## src/rtl/alu_issue.sv

```systemverilog
//------------------------------------------------------------------------------
// alu_issue : RV32I decode/issue slot feeding the ALU op/in_a/in_b interface
// Revision  : 1.0
//------------------------------------------------------------------------------
`default_nettype none

module alu_issue #(
  parameter int XLEN = 32
) (
  input  logic            clk,
  input  logic            rst,
  input  logic            in_valid,
  output logic            in_ready,
  input  logic [31:0]     instr,
  input  logic [XLEN-1:0] pc,
  input  logic [XLEN-1:0] rs1_data,
  input  logic [XLEN-1:0] rs2_data,
  input  logic            flush,
  output logic            out_valid,
  input  logic            out_ready,
  output logic [3:0]      out_op,
  output logic [XLEN-1:0] out_a,
  output logic [XLEN-1:0] out_b,
  output logic [4:0]      out_rd,
  output logic            out_we,
  output logic            out_illegal
);

  generate
    if (XLEN != 32) begin : g_xlen_check
      $error("alu_issue supports XLEN=32 only");
    end
  endgenerate

  typedef enum logic [3:0] {
    OP_ADD    = 4'd0,
    OP_SUB    = 4'd1,
    OP_SLL    = 4'd2,
    OP_SRL    = 4'd3,
    OP_SRA    = 4'd4,
    OP_SLT    = 4'd5,
    OP_SLTU   = 4'd6,
    OP_XOR    = 4'd7,
    OP_OR     = 4'd8,
    OP_AND    = 4'd9,
    OP_PASS_B = 4'd10
  } alu_op_e;

  localparam logic [6:0] c_opc_op    = 7'b0110011;
  localparam logic [6:0] c_opc_imm   = 7'b0010011;
  localparam logic [6:0] c_opc_lui   = 7'b0110111;
  localparam logic [6:0] c_opc_auipc = 7'b0010111;
  localparam logic [6:0] c_f7_base   = 7'b0000000;
  localparam logic [6:0] c_f7_alt    = 7'b0100000;

  logic [6:0]      opcode;
  logic [2:0]      funct3;
  logic [6:0]      funct7;
  logic [4:0]      rd;
  logic [XLEN-1:0] imm_i;
  logic [XLEN-1:0] imm_u;
  logic [XLEN-1:0] shamt;

  assign opcode = instr[6:0];
  assign funct3 = instr[14:12];
  assign funct7 = instr[31:25];
  assign rd     = instr[11:7];
  assign imm_i  = {{20{instr[31]}}, instr[31:20]};
  assign imm_u  = {instr[31:12], 12'b0};
  assign shamt  = {27'b0, instr[24:20]};

  alu_op_e         dec_op;
  logic [XLEN-1:0] dec_a;
  logic [XLEN-1:0] dec_b;
  logic            dec_ill;
  logic            dec_we;

  always_comb begin
    dec_op  = OP_ADD;
    dec_a   = rs1_data;
    dec_b   = rs2_data;
    dec_ill = 1'b0;
    case (opcode)
      c_opc_op: begin
        if (funct7 == c_f7_base) begin
          case (funct3)
            3'b000:  dec_op = OP_ADD;
            3'b001:  dec_op = OP_SLL;
            3'b010:  dec_op = OP_SLT;
            3'b011:  dec_op = OP_SLTU;
            3'b100:  dec_op = OP_XOR;
            3'b101:  dec_op = OP_SRL;
            3'b110:  dec_op = OP_OR;
            default: dec_op = OP_AND;
          endcase
        end else if (funct7 == c_f7_alt && funct3 == 3'b000) begin
          dec_op = OP_SUB;
        end else if (funct7 == c_f7_alt && funct3 == 3'b101) begin
          dec_op = OP_SRA;
        end else begin
          dec_ill = 1'b1;
        end
      end
      c_opc_imm: begin
        dec_b = imm_i;
        case (funct3)
          3'b000: dec_op = OP_ADD;
          3'b010: dec_op = OP_SLT;
          3'b011: dec_op = OP_SLTU;
          3'b100: dec_op = OP_XOR;
          3'b110: dec_op = OP_OR;
          3'b111: dec_op = OP_AND;
          3'b001: begin
            dec_b = shamt;
            if (funct7 == c_f7_base) dec_op = OP_SLL;
            else                     dec_ill = 1'b1;
          end
          default: begin
            dec_b = shamt;
            if (funct7 == c_f7_base)     dec_op = OP_SRL;
            else if (funct7 == c_f7_alt) dec_op = OP_SRA;
            else                         dec_ill = 1'b1;
          end
        endcase
      end
      c_opc_lui: begin
        dec_op = OP_PASS_B;
        dec_a  = '0;
        dec_b  = imm_u;
      end
      c_opc_auipc: begin
        dec_op = OP_ADD;
        dec_a  = pc;
        dec_b  = imm_u;
      end
      default: dec_ill = 1'b1;
    endcase
    // Illegal encodings still issue, but as a harmless PASS_B of zero.
    if (dec_ill) begin
      dec_op = OP_PASS_B;
      dec_a  = '0;
      dec_b  = '0;
    end
  end

  assign dec_we = !dec_ill && (rd != 5'd0);

  logic            out_valid_q, out_valid_d;
  logic [3:0]      out_op_q, out_op_d;
  logic [XLEN-1:0] out_a_q, out_a_d;
  logic [XLEN-1:0] out_b_q, out_b_d;
  logic [4:0]      out_rd_q, out_rd_d;
  logic            out_we_q, out_we_d;
  logic            out_illegal_q, out_illegal_d;
  logic            accept;

  assign in_ready = !rst && (!out_valid_q || out_ready);
  assign accept   = in_valid && in_ready;

  always_comb begin
    out_valid_d   = out_valid_q;
    out_op_d      = out_op_q;
    out_a_d       = out_a_q;
    out_b_d       = out_b_q;
    out_rd_d      = out_rd_q;
    out_we_d      = out_we_q;
    out_illegal_d = out_illegal_q;
    // Flush wins over a simultaneous accept; the incoming word is dropped.
    if (flush) begin
      out_valid_d = 1'b0;
    end else if (accept) begin
      out_valid_d   = 1'b1;
      out_op_d      = dec_op;
      out_a_d       = dec_a;
      out_b_d       = dec_b;
      out_rd_d      = rd;
      out_we_d      = dec_we;
      out_illegal_d = dec_ill;
    end else if (out_ready) begin
      out_valid_d = 1'b0;
    end
  end

  always_ff @(posedge clk) begin
    if (rst) begin
      out_valid_q   <= 1'b0;
      out_op_q      <= 4'd0;
      out_a_q       <= '0;
      out_b_q       <= '0;
      out_rd_q      <= 5'd0;
      out_we_q      <= 1'b0;
      out_illegal_q <= 1'b0;
    end else begin
      out_valid_q   <= out_valid_d;
      out_op_q      <= out_op_d;
      out_a_q       <= out_a_d;
      out_b_q       <= out_b_d;
      out_rd_q      <= out_rd_d;
      out_we_q      <= out_we_d;
      out_illegal_q <= out_illegal_d;
    end
  end

  assign out_valid   = out_valid_q;
  assign out_op      = out_op_q;
  assign out_a       = out_a_q;
  assign out_b       = out_b_q;
  assign out_rd      = out_rd_q;
  assign out_we      = out_we_q;
  assign out_illegal = out_illegal_q;

endmodule

`default_nettype wire
```

## config.mk

```make
export PLATFORM = sky130hd
export DESIGN_NAME = alu_issue
export DESIGN_NICKNAME = d
export VERILOG_FILES = /design/src/rtl/alu_issue.sv
export SDC_FILE = /design/constraint.sdc
export NUM_CORES = 1
export LEC_CHECK = 0
export CORE_MARGIN = 2
export CORE_UTILIZATION = 36
export DETAILED_ROUTE_END_ITERATION = 10
export PLACE_DENSITY_LB_ADDON = 0.12
export SYNTH_ARGS = -nofsm -noshare
export SYNTH_HDL_FRONTEND = slang
export SYNTH_SLANG_ARGS = --single-unit
```

## constraint.sdc

```tcl
create_clock -name clk -period 1.9 [get_ports clk]
set_input_delay 0.38 -clock clk [delete_from_list [all_inputs] [get_ports clk]]
set_output_delay 0.38 -clock clk [all_outputs]
set_load 0.02 [all_outputs]
```

==> results.md, run 1 <==
* CTS tree: built
* Critical Setup Path Class: input pin to flop
* Crit path arrival time at 2.10 ns
* Worst Clk Skew at 0.00914 ns
* Worst endpoint required time at 2.13 ns
* Hold depth at 4
* Class of the worst hold path: input pin to flop
* Warnings from Yosys at 0
* Tightest hold margin at 0.440 ns
* IR drop worst, VDD at 0.277 mV
* Fill count at 902
* CTS sink count at 76
* Filler-free cell count of the finished design at 833
* Area leader, netlist: sky130_fd_sc_hd__dfxtp_1
* Met3 WL at 1400 um
* Number of cell rows at 38
* Number of buffers on the longest clock path at 2
* Placer's final routability congestion estimate at 0.898
* Area of the placeable core at 10,800 sq um
* Total GRT Usage at 0.226
* Netlist Area Pre-Place at 3980 sq um
* Tot Pwr at 3.99 mW
* Hold_buf cts at 0
* Overflow left after global routing at 0
* Number of global-route vias before repair at 4,272
* Critical Path Slowest Stage Cell: sky130_fd_sc_hd__clkdlybuf4s50_1
* Met1 Routed Length at 5480 um
* Largest net degree at the start of global routing at 34
* Number of distinct library cell variants in the gate-level netlist after synthesis at 38
* Number of CTS-inserted buffers at 9
* Leakage power total at 2.54 nW
* Via density at 5.18
* CP endpoint kind: flop
* Total met2 wirelength after detailed routing at 6850 um
* Number of antenna violations at the first check in global routing at 0
* Area of the die at 11,900 sq um
* Die Span Y at 109 um
* Actual transition at the worst max-transition pin at 0.358 ns
* R2R Path Start: out_valid
* Final design utilization at 0.663
* Part of the Yosys area used for sequential elements at 0.383
* Origin of the worst setup path: flush
* Per-cell routed wire length at 16.8 um
* Diodes inserted at 0
* Worst-path clk slew at 0.08 ns
* Number of vias after detailed routing at 4,316
* Final setup violation count at 0
* Delay of the slowest critical-path stage at 0.42 ns
* Effective utilization at floorplan at 0.368
* Total power density per cell area at 557 nW/um^2
* Largest cells by area after synthesis: sky130_fd_sc_hd__dfxtp_1, sky130_fd_sc_hd__a211oi_2, sky130_fd_sc_hd__mux2i_1
* Drt first-iter violations at 137
* Post-DP HPWL at 10,100 um
* Depth of the most critical reg-to-reg path at 6
* FMAX at 533 MHz
* Drt pass-1 iters at 4
* X dimension of the die at 109 um
* Area growth syn-to-layout at 80.1%
* Maximum net fanout on the critical path at 20
* Hold path startpoint: instr[28]
* Final hold violations at 0
* Worst R2R End: out_b[19]
* Share of the synthesized area in the top cell type at 0.383
* Element type at the critical path start: input pin
* Average instance area after synthesis at 8.98 sq um
* I/O pin cnt at 210
* Final-layout setup total negative slack at 0 ns
* Instance count of the mapped netlist at 443
* Simple-gate portion of the synthesized area at 0.245
* Later-pin clock latency in the skew report at 0.34 ns
* Max-slew violation count at 0
* Final critical delay including setup and external delays at 1.88 ns
* Hold Path Sink: out_b[28]
* Period Utilization, post-route at 0.987
* RSZ-0062 raised after global routing: yes
* CTS root buffer: sky130_fd_sc_hd__clkbuf_8
* Relative slew slack at 0.761
* Post-synthesis mux area share at 0.0831
* Fin nets at 821
* Syn nets at 576
* Number of H-tree branching levels at 3
* Number of flip-flops and latches in the synthesized netlist at 76
* Total Routed Length at 14,000 um
* Adder and majority gate portion of the synthesized area at 0
* Post-synthesis share of cell area spent on xor and xnor gates at 0.00220
* Cell Count Post-Placement at 807
* Combinational family with the most area after synthesis: simple AND/OR/NAND/NOR gates
* Max Cap Viol at 0
* Flop2flop setup slack at 0.17 ns
* Synth Area in Compound Gates at 0.236
* Port Buf Inserts at 209
* Status: finished clean
* DRC violations left at 0
* Top routing layer in use: met4
* Fraction of layout cells with a size suffix above 1 at 0.240
* Sequence of cells on the critical path: clkdlybuf4s50_1, nand2b_1, or3_1, a21o_1, buf_12, a221oi_1, nor3_2
* Number of nets with antenna violations after detailed routing at 0
* First-pass GRT wire length at 20,900 um
==> worst max-delay path by stage <==
stage / endpoint / slack, ns
2_1_floorplan: out_a[26] / -0.05
3_3_place_gp: out_b[16] / -0.61
3_5_place_dp: out_b[20] / -0.73
4_1_cts: out_a[29] / -0.07
5_1_grt: out_a[19] / -0.03
6_report: out_b[19] / 0.02
==> synth_stat cells <==
library cell and n:
sky130_fd_sc_hd__dfxtp_1 76, sky130_fd_sc_hd__nor2_1 74, sky130_fd_sc_hd__a211oi_2 38, sky130_fd_sc_hd__nor2b_1 36
sky130_fd_sc_hd__mux2i_1 33, sky130_fd_sc_hd__clkbuf_1 25, sky130_fd_sc_hd__nor3_1 24, sky130_fd_sc_hd__a221oi_1 21
sky130_fd_sc_hd__a21oi_1 19, sky130_fd_sc_hd__nand2_1 14, sky130_fd_sc_hd__nor3_2 11, sky130_fd_sc_hd__and3_1 10
sky130_fd_sc_hd__a211oi_1 8, sky130_fd_sc_hd__buf_2 6, sky130_fd_sc_hd__o21ai_0 6, sky130_fd_sc_hd__nand2b_1 5
sky130_fd_sc_hd__or3_1 5, sky130_fd_sc_hd__buf_6 4, sky130_fd_sc_hd__inv_1 3, sky130_fd_sc_hd__or4_1 3
sky130_fd_sc_hd__buf_1 2, sky130_fd_sc_hd__buf_4 2, sky130_fd_sc_hd__o211ai_1 2, sky130_fd_sc_hd__o32ai_1 2
sky130_fd_sc_hd__a21o_1 1, sky130_fd_sc_hd__a22oi_1 1, sky130_fd_sc_hd__a311oi_1 1, sky130_fd_sc_hd__a31oi_1 1
sky130_fd_sc_hd__a32oi_1 1, sky130_fd_sc_hd__nand3_1 1, sky130_fd_sc_hd__nand4_1 1, sky130_fd_sc_hd__nor2_4 1
sky130_fd_sc_hd__nor4_2 1, sky130_fd_sc_hd__o2111ai_1 1, sky130_fd_sc_hd__o21ai_1 1, sky130_fd_sc_hd__o31a_1 1
sky130_fd_sc_hd__or2_2 1, sky130_fd_sc_hd__xnor2_1 1
==> report_power, final <==
part | total, mW | switching, mW | internal [mW]
logic | 1.07 | 0.469 | 0.601
registers | 1.69 | 0.0335 | 1.66
clock network | 1.23 | 0.615 | 0.613
total | 3.99 | 1.12 | 2.87
==> critical path: cells and delay by family <==
kind,cells,cell delay [ns]
AOI/OAI and AO/OA,2,0.49
buffers and inverters,2,0.58
and+or+nand+nor,3,0.64
==> state kept, by name (all words and copies together) (netlist names) <==
register     count
out_illegal      1
out_we           1
out_b           32
out_valid        1
out_op           4
out_a           32
out_rd           5
==> placed cells by master (no fill, tap or decap), types with 2 or more instances in the layout <==
| master | count |
|---|---|
| sky130_fd_sc_hd__clkdlybuf4s50_1 | 196 |
| sky130_fd_sc_hd__nor2_1 | 74 |
| sky130_fd_sc_hd__a21oi_1 | 19 |
| sky130_fd_sc_hd__nor3_1 | 8 |
| sky130_fd_sc_hd__buf_4 | 47 |
| sky130_fd_sc_hd__a211oi_1 | 6 |
| sky130_fd_sc_hd__clkinvlp_4 | 3 |
| sky130_fd_sc_hd__or4_1 | 2 |
| sky130_fd_sc_hd__mux2i_1 | 33 |
| sky130_fd_sc_hd__clkbuf_8 | 9 |
| sky130_fd_sc_hd__a221oi_1 | 14 |
| sky130_fd_sc_hd__inv_1 | 3 |
| sky130_fd_sc_hd__nor3_2 | 25 |
| sky130_fd_sc_hd__o211ai_1 | 2 |
| sky130_fd_sc_hd__nand2_1 | 14 |
| sky130_fd_sc_hd__nor3_4 | 2 |
| sky130_fd_sc_hd__dlygate4sd2_1 | 5 |
| sky130_fd_sc_hd__o21ai_0 | 5 |
| sky130_fd_sc_hd__dfxtp_1 | 76 |
| sky130_fd_sc_hd__a211oi_2 | 40 |
| sky130_fd_sc_hd__nand2b_1 | 5 |
| sky130_fd_sc_hd__buf_6 | 3 |
| sky130_fd_sc_hd__and3_1 | 10 |
| sky130_fd_sc_hd__or3_1 | 3 |
| sky130_fd_sc_hd__buf_12 | 10 |
| sky130_fd_sc_hd__o32ai_1 | 2 |
| sky130_fd_sc_hd__or3_4 | 2 |
| sky130_fd_sc_hd__dlymetal6s2s_1 | 4 |
| sky130_fd_sc_hd__buf_16 | 5 |
| sky130_fd_sc_hd__clkbuf_1 | 2 |
| sky130_fd_sc_hd__nor2b_1 | 36 |
| sky130_fd_sc_hd__a221oi_2 | 7 |
| sky130_fd_sc_hd__o21ai_2 | 2 |
==> routing by layer <==
metal	vias up	track usage
li1	2092	-
met1	2027	0.258
met2	174	0.400
met3	23	0.0675
met4	0	0.0797
met5	-	0
==> layout make-up <==
type | count | area, sq um | area share
well taps | 140 | 175 | 0.0245
inverters | 3 | 11.3 | 0.00157
flip-flops and latches | 76 | 1520 | 0.212
multi-input cells | 325 | 2440 | 0.341
repair buffers | 273 | 2820 | 0.394
clock buffers | 11 | 131 | 0.0183
clock inverters | 5 | 61.3 | 0.00856
==> per-stage QoR <==
stage / cell area, sq um / setup WS (ns)
global route: 7160 / -0.0319
finish: 7160 / 0.0249
detailed placement: 6570 / -0.734
global placement: 6570 / -0.609
CTS: 7060 / -0.0671
floorplan: 3990 / -0.0531
==> repair_timing <==
item | 4_1_cts | 5_1_grt
buffers inserted | 4 | 0
pin swaps | 12 | 7
cloned | 5 | 1
resized for setup | 51 | 16
endpoints found under the setup margin | 69 | 60
==> cell families (layout without fill, tap and decap cells) <==
| group | count (synthesis) | count (layout) |
|---|---|---|
| muxes | 33 | 33 |
| AOI/OAI and AO/OA | 104 | 104 |
| xor gates and xnor gates | 1 | 1 |
| and+or+nand+nor | 187 | 187 |
| DFF | 76 | 76 |
| buffers and inverters | 42 | 292 |
(Power assumes the default switching activity.)
==> run 2: changes to the inputs <==
- CORE_MARGIN: 2 -> 10
==> results.md, run 2 (same netlist as run 1, synthesis figures left out) <==
* RSZ-0062 raised after global routing: yes
* Effective utilization at floorplan at 0.367
* Delay of the slowest critical-path stage at 0.45 ns
* Overflow left after global routing at 0
* Origin of the worst setup path: instr[1]
* Fraction of layout cells with a size suffix above 1 at 0.266
* Number of H-tree branching levels at 3
* First-pass GRT wire length at 24,600 um
* Worst-path clk slew at 0.07 ns
* Post-DP HPWL at 12,000 um
* Crit path setup slack, layout at -0.0820 ns
* Area of the placeable core at 10,800 sq um
* Tot Pwr at 4.04 mW
* Most frequent standard cell in the layout excluding fill and tap cells: sky130_fd_sc_hd__clkdlybuf4s50_1
* CTS tree: built
* FMAX at 505 MHz
* Depth of the most critical reg-to-reg path at 6
* X dimension of the die at 125 um
* DRC violations left at 0
* Actual transition at the worst max-transition pin at 0.370 ns
* Violated checks: negative setup slack
* Number of CTS-inserted buffers at 9
* Drt first-iter violations at 159
* Via density at 5.25
* Number of nets with antenna violations after detailed routing at 0
* Worst path top cell family by delay: buffers and inverters
* Cell area after placement at 6550 sq um
* IR drop worst, VDD at 0.301 mV
* Flop2flop setup slack at 0.11 ns
* Total power density per cell area at 543 nW/um^2
* Worst endpoint required time at 2.16 ns
* Critical Path Slowest Stage Cell: sky130_fd_sc_hd__clkdlybuf4s50_1
* Final critical delay including setup and external delays at 1.98 ns
* Placer's final routability congestion estimate at 0.875
* Number of global-route vias before repair at 4,516
* Element type at the critical path start: input pin
* Class of the worst hold path: flop to flop
* Final hold violations at 0
* Number of cell rows at 38
* Final standard cell area without fillers at 7440 sq um
* Number of antenna violations at the first check in global routing at 1
* Number of buffers on the longest clock path at 2
* Number of vias after detailed routing at 4,407
* Leakage power total at 2.58 nW
* Later-pin clock latency in the skew report at 0.35 ns
* Final setup violation count at 32
* Crit path arrival time at 2.25 ns
* Total GRT Usage at 0.192
* Worst Clk Skew at 0.00556 ns
* Largest net degree at the start of global routing at 35
* Max-slew violation count at 0
* Fin nets at 828
* Total Routed Length at 16,500 um
* Critical Setup Path Class: input pin to flop
* Cell depth of the worst setup path at 7
* Port Buf Inserts at 209
* I/O pin cnt at 210
* Sequence of cells on the critical path: clkdlybuf4s50_1, nand3_1, or3_4, o31a_4, buf_12, buf_12, a211oi_2
* Die Span Y at 125 um
* Highest-count cells in the layout ignoring fill and taps: sky130_fd_sc_hd__clkdlybuf4s50_1, sky130_fd_sc_hd__dfxtp_1, sky130_fd_sc_hd__nor2_1, sky130_fd_sc_hd__buf_4, sky130_fd_sc_hd__a211oi_2
* Period Utilization, post-route at 1.04
* Max Cap Viol at 0
* Per-cell routed wire length at 19.6 um
* Area of the die at 15,600 sq um
* Count of buffering cells on the critical path with inverters included at 3
* CTS root buffer: sky130_fd_sc_hd__clkbuf_8
* Status: complete, but fails checks
* Worst setup path endpoint: out_a[25]
* Maximum net fanout on the critical path at 8
* Relative slew slack at 0.753
* CTS sink count at 76
* CP endpoint kind: flop
* Worst R2R End: out_b[19]
* Area growth syn-to-layout at 87.0%
* Drt pass-1 iters at 4
* R2R Path Start: out_valid
* Most common cell type on the critical path: sky130_fd_sc_hd__buf_12
run 2: cell count changes in the layout (fill, tap and decap cells not counted), sizes merged:
cell,change
dlymetal6s2s,-4
clkdlybuf4s50,+2
clkinvlp,-3
clkbuf,+5
diode,+1
clkdlybuf4s15,+1
inv,-1
dlygate4sd2,+1
buf,+4
clkinv,+1
run 2: worst register-to-register path, stage by stage, from the launching register on:
cell and delay [ns]:
sky130_fd_sc_hd__dfxtp_1 0.31, sky130_fd_sc_hd__nor2b_2 0.16, sky130_fd_sc_hd__or3_4 0.40, sky130_fd_sc_hd__a21o_2 0.26
sky130_fd_sc_hd__clkbuf_4 0.19, sky130_fd_sc_hd__a221oi_2 0.29, sky130_fd_sc_hd__nor3_4 0.07
run 2: worst min path at each step:
| stage | endpoint | start | slack [ns] | cells after the start |
|---|---|---|---|---|
| floorplan | out_valid | flush | 0.46 | 1 |
| global placement | out_rd[1] | out_rd[1] | 0.45 | 2 |
| detailed placement | out_rd[0] | out_rd[0] | 0.45 | 2 |
| CTS | out_b[5] | instr[25] | 0.44 | 4 |
| global route | out_rd[0] | out_rd[0] | 0.48 | 2 |
| finish | out_rd[3] | out_rd[3] | 0.46 | 2 |
run 2: per-stage QoR:
step           hold WS, ns  TNS (ns)   util  std cells  setup slack, ns
2_1_floorplan        0.457     -2.21      -        443          -0.0531
3_3_place_gp         0.446    -38.86  0.605        808           -0.597
3_5_place_dp         0.448    -43.08  0.605        808           -0.687
4_1_cts              0.443    -0.609  0.649        834          -0.0592
5_1_grt              0.480     -3.01  0.686        839           -0.131
6_report             0.456    -0.997  0.686        840          -0.0820
run 2: repair_timing:
item	CTS	global route
resized for setup	50	54
cloned	4	4
hold buffers	0	0
setup buffers	7	1
setup endpoints to repair	71	67
pin swaps	8	19
run 2: layer usage:
metal	wire, um	vias up	global-route usage
li1	-	2107	-
met1	6380	2103	0.213
met2	8270	169	0.323
met3	1470	28	0.0756
met4	383	0	0.0752
met5	0	-	0
run 2: cell type report:
class	count	area [sq um]
fill	867	3400
clock buffer	13	149
multi-input combinational	325	2640
timing repair buffer	280	2910
clock inverter	2	35.0
sequential	76	1520
inverter	3	11.3
tap	140	175
antenna	1	2.50
run 2: report_power, final:
group	switching, mW	internal (mW)
combinational	0.517	0.638
sequential	0.0335	1.66
clock	0.558	0.636
==> run 3: changes to the inputs <==
- SKIP_LAST_GASP: unset -> 1
==> results.md, run 3 (same netlist as run 1, synthesis figures left out) <==
* Status: complete, but fails checks
* Violated checks: negative setup slack
* First-pass GRT wire length at 24,600 um
* Area of the placeable core at 10,800 sq um
* Sequence of cells on the critical path: clkdlybuf4s50_1, nand3_1, or3_4, o31a_4, buf_12, buf_12, a211oi_2
* Share of power burned in registers at 0.419
* Total power density per cell area at 544 nW/um^2
* FMAX at 505 MHz
* Most frequent standard cell in the layout excluding fill and tap cells: sky130_fd_sc_hd__clkdlybuf4s50_1
* Final critical delay including setup and external delays at 1.98 ns
* Worst Clk Skew at 0.00612 ns
* Placer's final routability congestion estimate at 0.875
* Crit path setup slack, layout at -0.0794 ns
* Fraction of layout cells with a size suffix above 1 at 0.265
* Relative slew slack at 0.747
* Overflow left after global routing at 0
* I/O pin cnt at 210
* CTS root buffer: sky130_fd_sc_hd__clkbuf_8
* IR drop worst, VDD at 0.301 mV
* Max-slew violation count at 0
* Highest-count cells in the layout ignoring fill and taps: sky130_fd_sc_hd__clkdlybuf4s50_1, sky130_fd_sc_hd__dfxtp_1, sky130_fd_sc_hd__nor2_1, sky130_fd_sc_hd__buf_4, sky130_fd_sc_hd__a211oi_2
* Post-DP HPWL at 12,000 um
* Internal Pwr Total at 2.93 mW
* CTS sink count at 76
* Critical Setup Path Class: input pin to flop
* Maximum net fanout on the critical path at 8
* Area of the die at 15,600 sq um
* DRC violations left at 0
* Crit path arrival time at 2.24 ns
* Area growth syn-to-layout at 86.7%
* CTS tree: built
* Number of global-route vias before repair at 4,507
* Final hold violations at 0
* Proportion of power drawn by combinational gates at 0.285
* X dimension of the die at 125 um
* Period Utilization, post-route at 1.04
* Per-cell routed wire length at 19.5 um
* Most common cell type on the critical path: sky130_fd_sc_hd__buf_12
* Number of cell rows at 38
* Total Routed Length at 16,400 um
* Number of nets with antenna violations after detailed routing at 0
* Fill count at 871
* Clock network power share at 0.296
* CP endpoint kind: flop
* Port Buf Inserts at 209
* Worst endpoint required time at 2.17 ns
* Actual transition at the worst max-transition pin at 0.379 ns
* Max Cap Viol at 0
* Critical Path Slowest Stage Cell: sky130_fd_sc_hd__clkdlybuf4s50_1
* Fin nets at 828
* Final-layout setup total negative slack at -0.916 ns
* Effective utilization at floorplan at 0.367
* Final setup violation count at 30
* Worst path top cell family by delay: buffers and inverters
* Via density at 5.25
* RSZ-0062 raised after global routing: yes
* Delay of the slowest critical-path stage at 0.45 ns
* Worst-path clk slew at 0.07 ns
* Later-pin clock latency in the skew report at 0.35 ns
* Net switching component of the power at 1.11 mW
* Number of antenna violations at the first check in global routing at 1
* Number of CTS-inserted buffers at 9
* Die Span Y at 125 um
* Tightest hold margin at 0.440 ns
* Class of the worst hold path: input pin to flop
* Total GRT Usage at 0.192
* Leakage power total at 2.58 nW
* Net switching share of the total power at 0.274
* Number of vias after detailed routing at 4,407
* Element type at the critical path start: input pin
* Drt pass-1 iters at 4
* Number of H-tree branching levels at 3
* Count of buffering cells on the critical path with inverters included at 3
* Drt first-iter violations at 158
* Number of buffers on the longest clock path at 2
* Largest net degree at the start of global routing at 35
[run 3: metal layers]
metal  track usage  share of wire  routed length [um]  vias to the layer above
met5             0              0                   0                        -
met4        0.0752          0.023                 375                        0
met3        0.0756          0.085                1400                       28
met2         0.321           0.50                8150                      165
met1         0.214           0.39                6470                     2104
li1              -              -                   -                     2110
[run 3: final cells by class]
cell class              count  area, sq um  share of cell area
repair buffers            280         2910               0.392
multi-input cells         325         2620               0.353
clock inverters             2         35.0             0.00472
clock buffers              13          149              0.0201
flip-flops and latches     76         1520               0.205
diodes                      1         2.50            0.000337
well taps                 140          175              0.0236
inverters                   3         11.3             0.00152
[run 3: path summary, 6_finish.rpt]
| check | startpoint | end | slack (ns) | depth (start not counted) |
|---|---|---|---|---|
| max | instr[1] | out_a[25] | -0.08 | 7 |
| min | instr[28] | out_b[28] | 0.44 | 4 |
| max reg2reg | out_valid | out_a[25] | 0.13 | 8 |
| min reg2reg | out_rd[3] | out_rd[3] | 0.46 | 2 |
[run 3: power groups by stage]
stage / clock [mW] / sequential [mW] / combinational (mW)
CTS: 1.22 / 1.69 / 1.06
global route: 1.30 / 1.70 / 1.23
finish: 1.20 / 1.69 / 1.15
floorplan: 0 / 1.80 / 0.335
global placement: 0 / 1.72 / 0.950
detailed placement: 0 / 1.73 / 0.968
[run 3: tightest hold or removal path: stages]
cell                       delay [ns]
sky130_fd_sc_hd__buf_6           0.07
sky130_fd_sc_hd__buf_4           0.11
sky130_fd_sc_hd__a221oi_2        0.06
sky130_fd_sc_hd__nor3_2          0.13
[run 3: timing repair]
item                                    4_1_cts  5_1_grt
pin swaps                                     7       20
cloned                                        4        4
setup buffers                                 7        1
hold buffers                                  0        0
endpoints found under the setup margin       71       67
hold endpoints to repair                      0        0
gates resized for setup                      48       55
[run 3: metrics by stage]
stage	total power, mW	cells	util	setup WS (ns)	area, sq um
global route	4.22	839	0.685	-0.131	7420
finish	4.04	840	0.685	-0.0794	7420
CTS	3.97	834	0.648	-0.0592	7020
floorplan	2.14	443	-	-0.0531	3990
global placement	2.67	808	0.605	-0.597	6550
detailed placement	2.69	808	0.605	-0.687	6550
==> patch: new RTL, config.mk and constraints of run 1 <==
Make the reset (`rst`) asynchronous in one clocked block.
--- a/src/rtl/alu_issue.sv
+++ b/src/rtl/alu_issue.sv
@@ -183,3 +183,3 @@
 
-  always_ff @(posedge clk) begin
+  always_ff @(posedge clk or posedge rst) begin
     if (rst) begin
Function: differs if rst is asserted again (counterexample within 4 cycles, from zero or initial values and one cycle with rst high); with rst held inactive, the same outputs for 4 cycles.
==> patch against run 1 <==
Worst setup slack worse by 2.7 ps; total power is 5.6% lower; critical path depth stayed put; largest cell class unchanged; routed wire length is 1.2% higher; combinational power is 28% lower; sequential cell count stayed put; global-route usage is 0.84 points lower; fmax is 0.14% lower; synthesized area is 2.3% lower; utilization is 0.064 points lower; cell area is 3.6% lower.
==> patch: results (changes against run 1) <==
sta:
  skew_ps: 10.6  # +1.50 ps
  layout_setup_ws_ps: 22.2  # -2.69 ps
  max_slew_margin: 0.732  # -0.0292
synth:
  avgSynthCellArea_sq_um: 8.98  # about the same
  synth_area_leaders: "dfrtp_1 (49%), nand2_1 (8.2%), o21ai_0 (7.5%)"
  yosysUniqueCellTypes: 42  # +11%
  ys_seq_area_frac: 0.489  # +0.107
  syn-num-nets: 566  # -1.7%
worst_setup_path:
  regToRegSetupSlack_ps: 200  # +30 ps
  crit_fanout: 8  # -60%
  critPathTopFamily: "buffers and inverters"
  crit_arrival_ps: 2120  # +20 ps
layout:
  finalNetCount: 805  # -1.9%
  drive_gt1_frac: 0.136  # -0.103
placement:
  gp_congestion: 0.901  # +0.38%
  placedCellCount: 786  # -2.6%
  place_hpwl_mm: 9.77  # -3.5%
  place_ws_ps: -413  # +321 ps
  placed_area_sq_um: 6390  # -2.8%
pwr:
  p_leak_uw: 0.00292  # +15%
drt:
  wirelength_mm: 14.1  # +1.2%
  first_iter_violations: 255  # +86%
  vias: 4265  # -1.2%
global_routing:
  track_usage: 0.218  # -0.00840
  grt_pass1_wl_mm: 19.8  # -5.3%
  grt_start_max_net_pins: 77  # +130%
  grt_pass1_vias: 3981  # -6.8%
min_path:
  min_path_cells: 2  # -2
  hp-class: "flop to flop"
status:
  status: "finished, final reports clean"
==> patch: changes by cell type after synthesis, moves of 33 or more <==
cell / change
dfxtp_1: -76
o21ai_0: +52
dfrtp_1: +76
a211oi_2: -38
nor2_1: -69
a31oi_1: +37
nand2_1: +71
mux2i_1: -33
==> patch: worst register-to-register path: stages, from the launching register on <==
cell and delay [ps]:
dfrtp_1 390, nor2b_4 140, nor4b_4 230, buf_4 170, o2111ai_4 140, buf_12 180
o32a_1 340
==> patch: cell type report <==
cell class	count	area, sq um
Fill cell	882	3510
Timing Repair Buffer	267	2730
Sequential cell	76	1900
Multi-Input combinational cell	313	1880
Tap cell	136	170
Clock buffer	10	128
Clock inverter	5	77.6
Inverter	5	22.5
==> patch: power by group through the flow <==
stage / Sequential (uW) / Combinational (uW) / Clock [uW]
CTS: 1680 / 751 / 1350
detailed placement: 1710 / 747 / 0
global route: 1680 / 829 / 1410
global placement: 1710 / 739 / 0
floorplan: 1760 / 215 / 0
finish: 1680 / 769 / 1310
==> patch: repair_timing <==
| action | CTS | global route |
|---|---|---|
| setup buffers | 0 | 4 |
| gates resized for setup | 4 | 35 |
| cloned | 0 | 7 |
| pin swaps | 0 | 7 |
| endpoints found under the setup margin | 33 | 70 |
==> patch: worst paths after layout <==
kind	endpoint	from
setup / recovery	out_op[1]$_DFFE_PP0P_	instr[27]
setup reg to reg	out_op[1]$_DFFE_PP0P_	out_valid$_DFFE_PP0P_
hold reg to reg	out_a[9]$_DFFE_PP0P_	out_a[9]$_DFFE_PP0P_
hold / removal	out_a[9]$_DFFE_PP0P_	out_a[9]$_DFFE_PP0P_
min in group asynchronous	out_a[10]$_DFFE_PP0P_	rst
max in group asynchronous	out_b[9]$_DFFE_PP0P_	rst
==> patch: cells by family (layout without fill, tap and decap cells) <==
| logic type | Yosys count | count (layout) | synth area share |
|---|---|---|---|
| flops | 76 | 76 | 0.489 |
| xor+xnor | 1 | 1 | 0.00225 |
| simple gates | 155 | 155 | 0.201 |
| buf+inv | 44 | 287 | 0.0528 |
| compound gates | 157 | 157 | 0.254 |
==> patch: per-layer routing <==
layer  routed length (microns)  vias to the layer above  GRT usage
li1                          -                     2029          -
met1                      5780                     2023      0.287
met2                      6810                      181      0.356
met3                      1040                       32     0.0424
met4                       501                        0     0.0815
met5                         0                        -          0
==> patch: metrics by stage <==
stage / power, uW / hold slack (ps)
detailed placement: 2460 / 469
global placement: 2450 / 461
global route: 3930 / 506
CTS: 3780 / 487
finish: 3760 / 480
floorplan: 1980 / 485
